## config.mk

```make
export PLATFORM = sky130hd
export DESIGN_NAME = frmbuf_wr
export DESIGN_NICKNAME = d
export VERILOG_FILES = /design/src/rtl/frmbuf_wr.sv
export SDC_FILE = /design/constraint.sdc
export NUM_CORES = 1
export LEC_CHECK = 0
export ABC_CLOCK_PERIOD_IN_PS = 4690
export BUFFER_PORTS_ARGS = -buffer_cell sky130_fd_sc_hd__buf_4
export CAP_MARGIN = 20
export CORE_AREA = 2 2 244 246
export CTS_CLUSTER_DIAMETER = 50
export DETAILED_ROUTE_END_ITERATION = 6
export DIE_AREA = 0 0 246 248
export GPL_ROUTABILITY_DRIVEN = 0
export SYNTH_ARGS = -nofsm -noshare
export SYNTH_HDL_FRONTEND = slang
export SYNTH_SLANG_ARGS = --single-unit
```

## constraint.sdc

```tcl
create_clock -name i_ddr3_clk -period 4.69 [get_ports i_ddr3_clk]
set_clock_uncertainty 0.15 [all_clocks]
set_input_delay 0.938 -clock i_ddr3_clk [delete_from_list [all_inputs] [get_ports i_ddr3_clk]]
set_output_delay 0.938 -clock i_ddr3_clk [all_outputs]
set_load 0.01 [all_outputs]
```

## src/rtl/frmbuf_wr.sv

```systemverilog
// frmbuf_wr: DDR3 frame-buffer writer.
// Drains a first-word-fall-through source FIFO into the MIG native app/wdf
// interface one burst of P_WR_NUM beats at a time. Each burst is granted by the
// shared DDR3 arbiter. A falling edge on the source vsync restarts the frame
// at i_addr_inital and flushes the source FIFO.
// Optional build macro FRMBUF_WR_STAT_EN adds o_beat_cnt and o_underflow.
module frmbuf_wr #(
  parameter int P_WR_NUM   = 32,
  parameter int P_ADDR_ADD = 8,
  parameter int P_DATA_W   = 256
) (
  input  logic                    i_ddr3_clk,
  input  logic                    i_rst_n,
  input  logic                    i_system_init,
  input  logic                    i_src_vsync,
  output logic                    o_fifo_rst,
  input  logic [9:0]              i_fifo_rd_cnt,
  input  logic                    i_fifo_empty,
  input  logic [P_DATA_W-1:0]     i_fifo_data,
  output logic                    o_fifo_rd,
  output logic                    o_request,
  input  logic                    i_response,
  output logic                    o_app_en,
  output logic [2:0]              o_app_cmd,
  output logic [26:0]             o_addr,
  input  logic                    i_app_rdy,
  output logic [P_DATA_W-1:0]     o_app_wdf_data,
  output logic                    o_app_wdf_wren,
  output logic                    o_app_wdf_end,
  output logic [P_DATA_W/8-1:0]   o_app_wdf_mask,
  input  logic                    i_app_wdf_rdy,
  input  logic [26:0]             i_addr_inital,
  output logic                    o_bust_end,
  output logic                    o_wr_busy,
`ifdef FRMBUF_WR_STAT_EN
  output logic [31:0]             o_beat_cnt,
  output logic                    o_underflow,
`endif
  output logic [2:0]              o_cs,
  output logic [2:0]              o_ns
);

  typedef enum logic [2:0] {
    S_IDLE     = 3'd0,
    S_WAIT_BUF = 3'd1,
    S_ARB_REQ  = 3'd2,
    S_DATA_WR  = 3'd3,
    S_WR_EOP   = 3'd4
  } state_t;

  localparam logic [9:0]  WR_NUM    = 10'(P_WR_NUM);
  localparam logic [10:0] WR_NUM_X  = 11'(P_WR_NUM);
  localparam logic [26:0] ADDR_STEP = 27'(P_ADDR_ADD);

  logic [9:0]  vs_shift_q, vs_shift_d;
  logic        sync_pos_q, sync_pos_d;
  state_t      cs_q, ns;
  logic        request_q, request_d;
  logic        bust_end_q, bust_end_d;
  logic        app_en_q, app_en_d;
  logic        wren_q, wren_d;
  logic [9:0]  cmd_cnt_q, cmd_cnt_d;
  logic [9:0]  dat_cnt_q, dat_cnt_d;
  logic [26:0] addr_q, addr_d;
  logic        dat_acc, cmd_acc;
  logic [10:0] dat_next, cmd_next;

  assign dat_acc = wren_q && i_app_wdf_rdy;
  assign cmd_acc = app_en_q && i_app_rdy;

  // Next-state decode; a frame-start pulse pulls every state back to idle.
  always_comb begin
    ns = S_IDLE;
    case (cs_q)
      S_IDLE:     ns = i_system_init ? S_WAIT_BUF : S_IDLE;
      S_WAIT_BUF: ns = (i_fifo_rd_cnt >= WR_NUM) ? S_ARB_REQ : S_WAIT_BUF;
      S_ARB_REQ:  ns = i_response ? S_DATA_WR : S_ARB_REQ;
      S_DATA_WR:  ns = ((cmd_cnt_q == WR_NUM) && (dat_cnt_q == WR_NUM)) ? S_WR_EOP : S_DATA_WR;
      S_WR_EOP:   ns = S_IDLE;
      default:    ns = S_IDLE;
    endcase
    if (sync_pos_q) begin
      ns = S_IDLE;
    end
  end

  // Datapath next values: vsync edge detect, beat counters, enables, address.
  always_comb begin
    vs_shift_d = {vs_shift_q[8:0], i_src_vsync};
    sync_pos_d = (vs_shift_q[9:8] == 2'b10);
    dat_next   = {1'b0, dat_cnt_q} + {10'd0, dat_acc};
    cmd_next   = {1'b0, cmd_cnt_q} + {10'd0, cmd_acc};
    dat_cnt_d  = (ns == S_DATA_WR) ? dat_next[9:0] : 10'd0;
    cmd_cnt_d  = (ns == S_DATA_WR) ? cmd_next[9:0] : 10'd0;
    wren_d     = (ns == S_DATA_WR) && (dat_next < WR_NUM_X);
    app_en_d   = (ns == S_DATA_WR) && (cmd_next < WR_NUM_X) && (cmd_next < dat_next);
    request_d  = (ns == S_ARB_REQ);
    bust_end_d = (ns == S_WR_EOP);
    addr_d     = addr_q;
    if (sync_pos_q) begin
      addr_d = i_addr_inital;
    end else if (cmd_acc) begin
      addr_d = addr_q + ADDR_STEP;
    end
  end

  // State register and all registered outputs.
  always_ff @(posedge i_ddr3_clk or negedge i_rst_n) begin
    if (!i_rst_n) begin
      vs_shift_q <= '0;
      sync_pos_q <= 1'b0;
      cs_q       <= S_IDLE;
      request_q  <= 1'b0;
      bust_end_q <= 1'b0;
      app_en_q   <= 1'b0;
      wren_q     <= 1'b0;
      cmd_cnt_q  <= '0;
      dat_cnt_q  <= '0;
      addr_q     <= '0;
    end else begin
      vs_shift_q <= vs_shift_d;
      sync_pos_q <= sync_pos_d;
      cs_q       <= ns;
      request_q  <= request_d;
      bust_end_q <= bust_end_d;
      app_en_q   <= app_en_d;
      wren_q     <= wren_d;
      cmd_cnt_q  <= cmd_cnt_d;
      dat_cnt_q  <= dat_cnt_d;
      addr_q     <= addr_d;
    end
  end

  assign o_fifo_rst     = sync_pos_q;
  assign o_fifo_rd      = dat_acc;
  assign o_request      = request_q;
  assign o_app_en       = app_en_q;
  assign o_app_cmd      = 3'd0;
  assign o_addr         = addr_q;
  assign o_app_wdf_data = i_fifo_data;
  assign o_app_wdf_wren = wren_q;
  assign o_app_wdf_end  = wren_q;
  assign o_app_wdf_mask = '0;
  assign o_bust_end     = bust_end_q;
  assign o_wr_busy      = (cs_q == S_DATA_WR);
  assign o_cs           = cs_q;
  assign o_ns           = ns;

`ifdef FRMBUF_WR_STAT_EN
  logic [31:0] beat_cnt_q, beat_cnt_d;
  logic        underflow_q, underflow_d;

  // Frame statistics: beats written and sticky pop-while-empty flag.
  always_comb begin
    beat_cnt_d  = beat_cnt_q;
    underflow_d = underflow_q;
    if (sync_pos_q) begin
      beat_cnt_d  = '0;
      underflow_d = 1'b0;
    end else begin
      if (dat_acc) begin
        beat_cnt_d = beat_cnt_q + 32'd1;
      end
      if (dat_acc && i_fifo_empty) begin
        underflow_d = 1'b1;
      end
    end
  end

  // Statistics registers.
  always_ff @(posedge i_ddr3_clk or negedge i_rst_n) begin
    if (!i_rst_n) begin
      beat_cnt_q  <= '0;
      underflow_q <= 1'b0;
    end else begin
      beat_cnt_q  <= beat_cnt_d;
      underflow_q <= underflow_d;
    end
  end

  assign o_beat_cnt  = beat_cnt_q;
  assign o_underflow = underflow_q;
`else
  logic unused_fifo_empty;
  assign unused_fifo_empty = i_fifo_empty;
`endif

endmodule

```

# == Word-level counts from Yosys, hierarchy flattened ==
# Index checks and enable logic that the tools add are counted.
# totals
reg_bits,65
word_cells,44
input_bits,301
output_inout_bits,332
# op_classes
n_mux,10
reduce_logical,8
add_sub_neg,3
magnitude_cmp,4
eq_ne,9
# ops
operator,n
27-bit 2-to-1 mux,2
"27-bit by 4-bit adder with 27-bit output, second input constant",1
10-bit by 1-bit adder with 11-bit output,2
"11-bit by 6-bit < comparator with 1-bit output, second input constant",2
"10-bit by 6-bit equality test with 1-bit output, second input constant",2
10-bit 2-to-1 mux,2
"3-bit by 2-bit equality test with 1-bit output, second input constant",4
3-bit case mux with 4 select lines,1
11-bit < comparator,1
"10-bit by 6-bit >= comparator with 1-bit output, second input constant",1
1-bit logical AND,6
3-bit 2-to-1 mux,2
"3-bit by 1-bit equality test with 1-bit output, second input constant",1
"3-bit equality test, second input constant",1
3-bit zero test,1
"2-bit equality test, second input constant",1
1-bit 2-to-1 mux,2
2-bit 2-to-1 mux,1
2-bit nonzero test,1

# == Logic depth before layout (Yosys ltp) ==
# Gate-level depths: netlist of run 1.
# depth
ltp_word,8
ltp_mapped,14
ltp_nobuf,14

# == Least setup slack after synthesis of run 1 ==
# OpenSTA, ideal clock, no wires.
# synth_timing
kind,input -> register
start,in i_app_rdy
end,reg app_en_q (netlist: o_app_en)
required_ps,4429
n_path_buf,0
arrival_ps,3262
setup_ps,111
stages,14
slack_ps,1167
path_cell_list,nand2_1 -> inv_1 -> ha_1 -> ha_1 -> and4_1 -> nand2_1 -> xor2_1 -> inv_1 -> ha_1 -> nand4_1 -> nor2_1 -> a2111oi_0 -> o31ai_1 -> a2111oi_2
# synth_between
elab_chain_cells,5
elab_cells_between_ends,6
cone_classes,1 x add/sub; 2 x order compare; 3 x reduce/logical
# synth_lines
item,line,source
start: declaration,26,"input logic i_app_rdy,"
1-bit logical AND (*),69,assign cmd_acc = app_en_q && i_app_rdy;
10-bit by 1-bit adder with 11-bit output (*),92,"cmd_next = {1'b0, cmd_cnt_q} + {10'd0, cmd_acc};"
11-bit by 6-bit < comparator with 1-bit output,96,app_en_d = (ns == S_DATA_WR) && (cmd_next < WR_NUM_X) && (cmd_next < dat_next);
1-bit logical AND,96,
1-bit logical AND (*),96,
named net app_en_d,60,"logic app_en_q, app_en_d;"
end signal: assignment,126,app_en_q <= app_en_d;
end: declaration,60,
# Mark *: on every way through the listed nets, which the timed path passes. The rest lies on a longest branch.
# A chain may end at the register's enable or synchronous reset.

# == Worst setup path after layout of run 1 ==
# Ends and elaborated chain as after synthesis.

==> results by group, run 1 <==
Drt
  – DRT Pass-1 Iters: 4
  – Post-route antenna net violation count: 0
  – DRC Markers: 0
  – Wire per inst: 14.60 um
  – Initial DRC count: roughly 140
  – Final WL: between 15 and 20 mm
  – Total number of vias: roughly 3300
  – Vias/cell: 2.674

Timing
  – Setup_tns: 0 ns
  – Final hold viol count: 0
  – RSZ-0062 raised after global routing: false
  – Max-slew headroom: 33.03%
  – Worst slew pin tran: approximately 1 ns
  – Final Setup Violations: 0
  – Final min period: between 3 and 4 ns
  – WHS: roughly 0.20 ns
  – Final Max Tran Viols: 0
  – Part of the cycle the worst path needs: 82.78%
  – FMAX: between 0.2 and 0.3 GHz

Worst hold path
  – Worst hold start: vs_shift_q[5]
  – HP Class: reg -> reg

Job
  – Max-cap violations: 0

Floorplan
  – Die Y: around 250 um
  – Starting Density: 9.432%
  – Row count: a little under 90
  – Area of the core: roughly 60000 um^2
  – Die width: 246 um
  – Die Area: between 60000 and 70000 um^2
  – I/O pin total: between 600 and 700

CTS
  – Clock sink total: between 60 and 70
  – CTS tree: yes
  – Total CTS buffers: 9
  – Root Buffer: clkbuf_16
  – Clock Pin Slew Worst Setup and Hold Paths: around 0.060 ns
  – Post_cts resized: 0
  – Post-CTS Setup Inserts: 0
  – CTS hold repair buffers: 0
  – Latest clock arrival within the worst-skew pair: roughly 0.36 ns
  – H-tree levels: 3
  – Maximum clock path buffer count: 2

Finish
  – Ant diodes: 0
  – Area taken by multi-input logic gates: roughly 1700 um^2
  – Layout cells sized above 1: between 20% and 30%
  – Fillers: 6771
  – Final nets: 771
  – Post-layout util: under 10%
  – Register area: ~1600 um^2
  – Final instance area: around 5200 um^2
  – Area grow syn2layout: -5.015%

Logic synthesis
  – Mapped Cells: 634
  – Synth top area share: between 30% and 40%
  – Yosys cell types: 39
  – Largest area contributor in the netlist: buf_4
  – Most common cell in the netlist: buf_4
  – Fraction of registers with async set or reset after synthesis: 100.0%
  – Yosys reg bits: 65
  – Synth warn: 0
  – Post-synth EDFFs: 0
  – Commonest cells post-synth: 292 x buf_4, 65 x dfrtp_1, 42 x nand2_1
  – Ys flop type: dfrtp_1
  – Sequential area share after synthesis: ~29%
  – Avg Cell Area, Syn: slightly below 9 um^2
  – Post-Syn Area: approximately 5500 um^2
  – Synth area leaders: buf_4 40%, dfrtp_1 29%, ha_1 3.6%, xnor2_1 3.5%, nand2_1 2.9%

Global route
  – Largest net degree at the start of global routing: 66
  – Total gr overflow: 0
  – First-pass GRT wire length: 23.40 mm
  – Antenna violations before repair: 1
  – Gr usage total: between 5 and 6%
  – Vias in the first global route: around 3300

Critical path
  – Critical path launch point type: primary input
  – Crit path from: i_app_rdy
  – Flop2flop setup slack: 1.00 ns
  – Reg2reg path depth: 14
  – Worst EP required: between 4 and 5 ns
  – Crit path DAT: a little under 4 ns
  – Crit path to: o_app_en
  – Critical R2R Launch: o_app_en
  – Reg-to-reg critical path endpoint: o_app_en
  – Critical path endpoint category: register
  – Critical path class: in -> reg
  – Crit Path Max Fanout: 4

Power
  – Worst IR Drop VDD: 0.1697 mV
  – Pwr Density: ~320 nW/um^2
  – LEAKAGE: between 2 and 2.5 nW

Run status
  – Outcome: complete, no violations

Placed design
  – Number of port buffers: 79
  – Post-DP HPWL: 14.33 mm
  – DP Area: just under 5000 um^2
[cells in the final DEF (no fill, tap or decap), types with 8 or more instances in the layout]
cell type / n
xnor2_1: 22
xor2_1: 15
clkbuf_16: 9
nand3_1: 20
inv_1: 15
ha_1: 16
nor2_1: 31
nand2_1: 42
buf_4: 80
nor3_1: 15
conb_1: 35
o21ai_0: 23
nor4_1: 8
dfrtp_1: 64
[cell type report]
class | instances | area share, %
inverters | 15 | 1.075
well taps | 773 | 18.47
flip-flops and latches | 65 | 31.08
clock buffers | 9 | 4.300
clock inverters | 6 | 0.8600
repair buffers | 80 | 11.47
multi-input cells | 283 | 32.75
[worst min path at each step]
stage	slack, ns	cells after the start	end
final	0.20	0	vs_shift_q[6]
after global routing	0.21	0	vs_shift_q[3]
after CTS	0.21	0	vs_shift_q[7]
after detailed placement	0.20	0	vs_shift_q[7]
after global placement	0.19	0	vs_shift_q[7]
after floorplan	0.18	0	vs_shift_q[1]
[flip-flops by register name, indices dropped and copies added, names as in the netlist]
signal         count
o_request          1
dat_cnt_q         10
o_cs               3
o_addr            27
o_app_en           1
o_app_wdf_end      1
cmd_cnt_q         10
o_bust_end         1
vs_shift_q        10
o_fifo_rst         1
[logic make-up after synthesis]
group                    synth area share, %
buffers and inverters                  41.71
AND/OR/NAND/NOR                        13.52
flip-flops                             29.50
AO/OA/AOI/OAI                          4.311
XOR/XNOR                               5.877
adder cells (fa/ha/maj)                3.631
multiplexers                           1.384
other                                0.06801
[power by group]
group	internal, mW	switching, mW	total, mW
clock network	0.357	0.289	0.646
logic	0.153	0.176	0.330
registers	0.613	0.0690	0.682
[per-stage QoR]
stage / power (mW) / setup WS, ns / std cells
finish: 1.658 / 0.8075 / 1231
global route: 1.769 / 0.5392 / 1231
CTS: 1.717 / 0.8170 / 1231
detailed placement: 1.028 / 0.4294 / 1216
global placement: 1.024 / 0.5632 / 1216
floorplan: 1.078 / 1.167 / 668
[metal layers]
layer | global-route usage, % | up-vias | routed length [um]
li1 | - | 1365 | -
met1 | 4.497 | 1465 | 5277
met2 | 8.220 | 323 | 7905
met3 | 4.790 | 137 | 3053
met4 | 5.793 | 2 | 1718
met5 | 0.07949 | - | 13
[worst max-delay path, cell delays in order]
cell,delay [ns]
buf_4,0.13
nand2_1,0.13
inv_1,0.12
ha_1,0.20
ha_1,0.23
and4_1,0.23
nand2_1,0.08
xor2_1,0.28
inv_1,0.08
ha_1,0.31
nand4_1,0.09
nor2_1,0.05
a2111oi_0,0.47
o31ai_1,0.19
a2111oi_2,0.42
Power figures use the tool's default switching activity.
==> run 2, diff against run 1 <==
ABC_CLOCK_PERIOD_IN_PS = 3400   (was 4690)
clock period = 3.4 ns   (was 4.69 ns; I/O delays follow)
==> run 2 against run 1 <==
- final cell count increased by 1.4%
- routed wire length increased by 1.8%
- sequential share of layout area shrank 0.88 points
- combinational power grew 42%
- cell area rose by 2.9%
- critical path depth decreased by 9
- global-route usage up 0.12 points
- hold slack got worse by 0.0093 ns
==> results by group, run 2 (synthesis results as in run 1) <==
Critical path
  – Critical R2R Launch: o_app_en
  – Crit path buf inv count: 1 (-2)
  – Flop2flop setup slack: 0.29 ns (-0.71 ns)
  – Worst path slowest cell: nor4_1
  – Critical path endpoint category: output pin
  – Reg2reg path depth: 14 (unchanged)
  – Worst path depth: 6 (-9)
  – CP Cell Sequence: nor4_1, nand3_1, or2_2, a221oi_1, nor3_1, buf_4
  – Reg-to-reg critical path endpoint: o_app_en
  – Critical path class: reg -> out
  – Crit path DAT: 2.36 ns (-1.61 ns)
  – Crit path from: dat_cnt_q[2]
  – Worst EP required: 2.57 ns (-2.20 ns)
  – Crit Path Max Fanout: 5 (+1)
  – Crit path to: o_ns[0]
  – Slowest stage delay, CP: 0.45 ns (-0.02 ns)
  – CP delay by family, top: simple AND/OR/NAND/NOR gates
  – Critical path launch point type: register

Power
  – Clock power frac: 39.7% (+0.7 points)
  – Combinational share of power: 20.1% (+0.2 points)
  – NetSw: 0.7505 mW (+40%)
  – Worst IR Drop VDD: 0.2311 mV (+36%)
  – Sw Share: 32.09% (-0.12 points)
  – Total power: 2.338 mW (+41%)
  – Sequential power share: 40.2% (-0.9 points)
  – LEAKAGE: 2.139 nW (+4.1%)
  – Pwr Density: 433.8 nW/um^2 (+37%)
  – Internal Pwr Total: 1.588 mW (+41%)

Global route
  – First-pass GRT wire length: 24.11 mm (+3.0%)
  – Vias in the first global route: 3395 (+3.2%)
  – Largest net degree at the start of global routing: 66 (unchanged)
  – Total gr overflow: 0 (unchanged)
  – Gr usage total: 5.756% (+0.12 points)
  – Antenna violations before repair: 1 (unchanged)

CTS
  – Total CTS buffers: 9 (unchanged)
  – CTS tree: yes
  – Maximum clock path buffer count: 2 (unchanged)
  – Root Buffer: clkbuf_16
  – Post-CTS Setup Inserts: 0 (unchanged)
  – H-tree levels: 3 (unchanged)
  – Clock sink total: 65 (unchanged)
  – CTS hold repair buffers: 0 (unchanged)
  – Latest clock arrival within the worst-skew pair: 0.36 ns (about the same)
  – Clock Pin Slew Worst Setup and Hold Paths: 0.06 ns (about the same)

Placed design
  – Pre-CTS setup slack: -0.2123 ns (-0.6416 ns)
  – # placed instances: 1232 (+1.3%)
  – DP Area: 5100 um^2 (+2.7%)
  – Post-DP HPWL: 14.49 mm (+1.1%)
  – Number of port buffers: 79 (unchanged)

Worst hold path
  – HP Class: reg -> reg

Timing
  – RSZ-0062 raised after global routing: false
  – Final Max Tran Viols: 0 (unchanged)
  – FMAX: between 0.3 and 0.4 GHz
  – Final hold viol count: 0 (unchanged)
  – Worst slew pin tran: 0.9691 ns (-0.03554 ns)
  – Part of the cycle the worst path needs: around 94%
  – Final min period: ~3.2 ns
  – Final Setup Violations: 0 (unchanged)
  – Max-slew headroom: 35.40% (+2.4 points)
  – Setup slack after layout: 0.2134 ns (-0.5941 ns)

Drt
  – Initial DRC count: 104 (-27%)
  – DRT Pass-1 Iters: 5 (+1)
  – Wire per inst: 14.65 um (+0.40%)
  – Total number of vias: 3341 (+1.5%)
  – Final WL: 18.29 mm (+1.8%)
  – DRC Markers: 0 (unchanged)
  – Post-route antenna net violation count: 0 (unchanged)
  – Vias/cell: 2.677 (+0.11%)

Floorplan
  – Die Y: 248 um (unchanged)
  – Area of the core: 58460 um^2 (unchanged)
  – Starting Density: 9.432% (unchanged)
  – I/O pin total: 633 (unchanged)
  – Die width: 246 um (unchanged)
  – Die Area: 61010 um^2 (unchanged)
  – Row count: 89 (unchanged)

Finish
  – Layout cells sized above 1: 26.16% (+3.0 points)
  – Post-layout util: 9.220% (+0.26 points)
  – Commonest non-fill, non-tap cell in the layout: buf_4
  – Area grow syn2layout: -2.246%
  – Final instance area: 5390 um^2 (+2.9%)
  – Final nets: 787 (+2.1%)
  – Max reg flops: 27 (unchanged)
  – Post-Layout Cell Count: 1248 (+1.4%)
  – Commonest cells after routing, fill and taps aside: 95 x buf_4, 64 x dfrtp_1, 41 x nand2_1, 35 x conb_1, 31 x nor2_1

Job
  – Max-cap violations: 0 (unchanged)

Run status
  – Outcome: complete, no violations
## run 2: cell types whose count changed in the layout (fill, tap and decap cells not counted)
cell	previous run	this run
a2111oi_0	1	0
diode_2	0	1
clkbuf_8	0	1
inv_6	1	2
a2111oi_2	1	2
clkinv_2	2	1
clkinv_4	3	2
nand2_2	0	1
nand2_1	42	41
buf_4	80	95
buf_12	0	1
## run 2: per-stage QoR
| stage | setup TNS [ns] | hold slack [ns] |
|---|---|---|
| floorplan | 0 | 0.1812 |
| global placement | -0.2167 | 0.1842 |
| detailed placement | -0.2123 | 0.1858 |
| CTS | 0 | 0.1979 |
| global route | 0 | 0.1988 |
| finish | 0 | 0.1942 |
## run 2: worst min-delay path by stage
stage	start	to	slack [ns]	cells past startpoint
finish	vs_shift_q[6]	vs_shift_q[7]	0.19	0
floorplan	vs_shift_q[0]	vs_shift_q[1]	0.18	0
CTS	vs_shift_q[6]	vs_shift_q[7]	0.20	0
global route	vs_shift_q[6]	vs_shift_q[7]	0.20	0
detailed placement	vs_shift_q[6]	vs_shift_q[7]	0.19	0
global placement	vs_shift_q[7]	vs_shift_q[8]	0.18	0
## run 2: worst register-to-register path, delay by kind of cell (launching register included)
kind,cells,cell delay (ns)
fa+ha+maj,3,0.67
simple gates,5,0.59
xor+xnor,1,0.21
flops,1,0.44
buf+inv,2,0.14
compound gates,3,0.79
## run 2: power by group through the flow
stage | Combinational [mW] | Clock, mW | Sequential [mW]
after CTS | 0.477 | 0.993 | 0.942
after floorplan | 0.534 | 0 | 0.954
after global routing | 0.517 | 1.01 | 0.955
final | 0.469 | 0.929 | 0.940
after detailed placement | 0.476 | 0 | 0.956
after global placement | 0.472 | 0 | 0.951
## run 2: layout make-up
class	count	area [um^2]
Multi-Input combinational cell	283	1724
Tap cell	773	967.2
Fill cell	6758	53070
Timing Repair Buffer	96	733.2
Inverter	15	56.30
Antenna cell	1	2.502
Sequential cell	65	1628
Clock buffer	10	239.0
Clock inverter	5	40.04
## run 2: timing repair
| action | 4_1_cts | 5_1_grt |
|---|---|---|
| hold endpoints to repair | 0 | 0 |
| setup endpoints to repair | 0 | 1 |
| gates resized for setup | 0 | 3 |
## run 2: routing by layer
layer / share of wire, % / up-vias / global-route usage [%]
met1: 29 / 1486 / 4.592
met4: 9.9 / 2 / 5.829
met5: 0.060 / - / 0
met3: 18 / 136 / 5.006
met2: 43 / 310 / 8.361
li1: - / 1407 / -
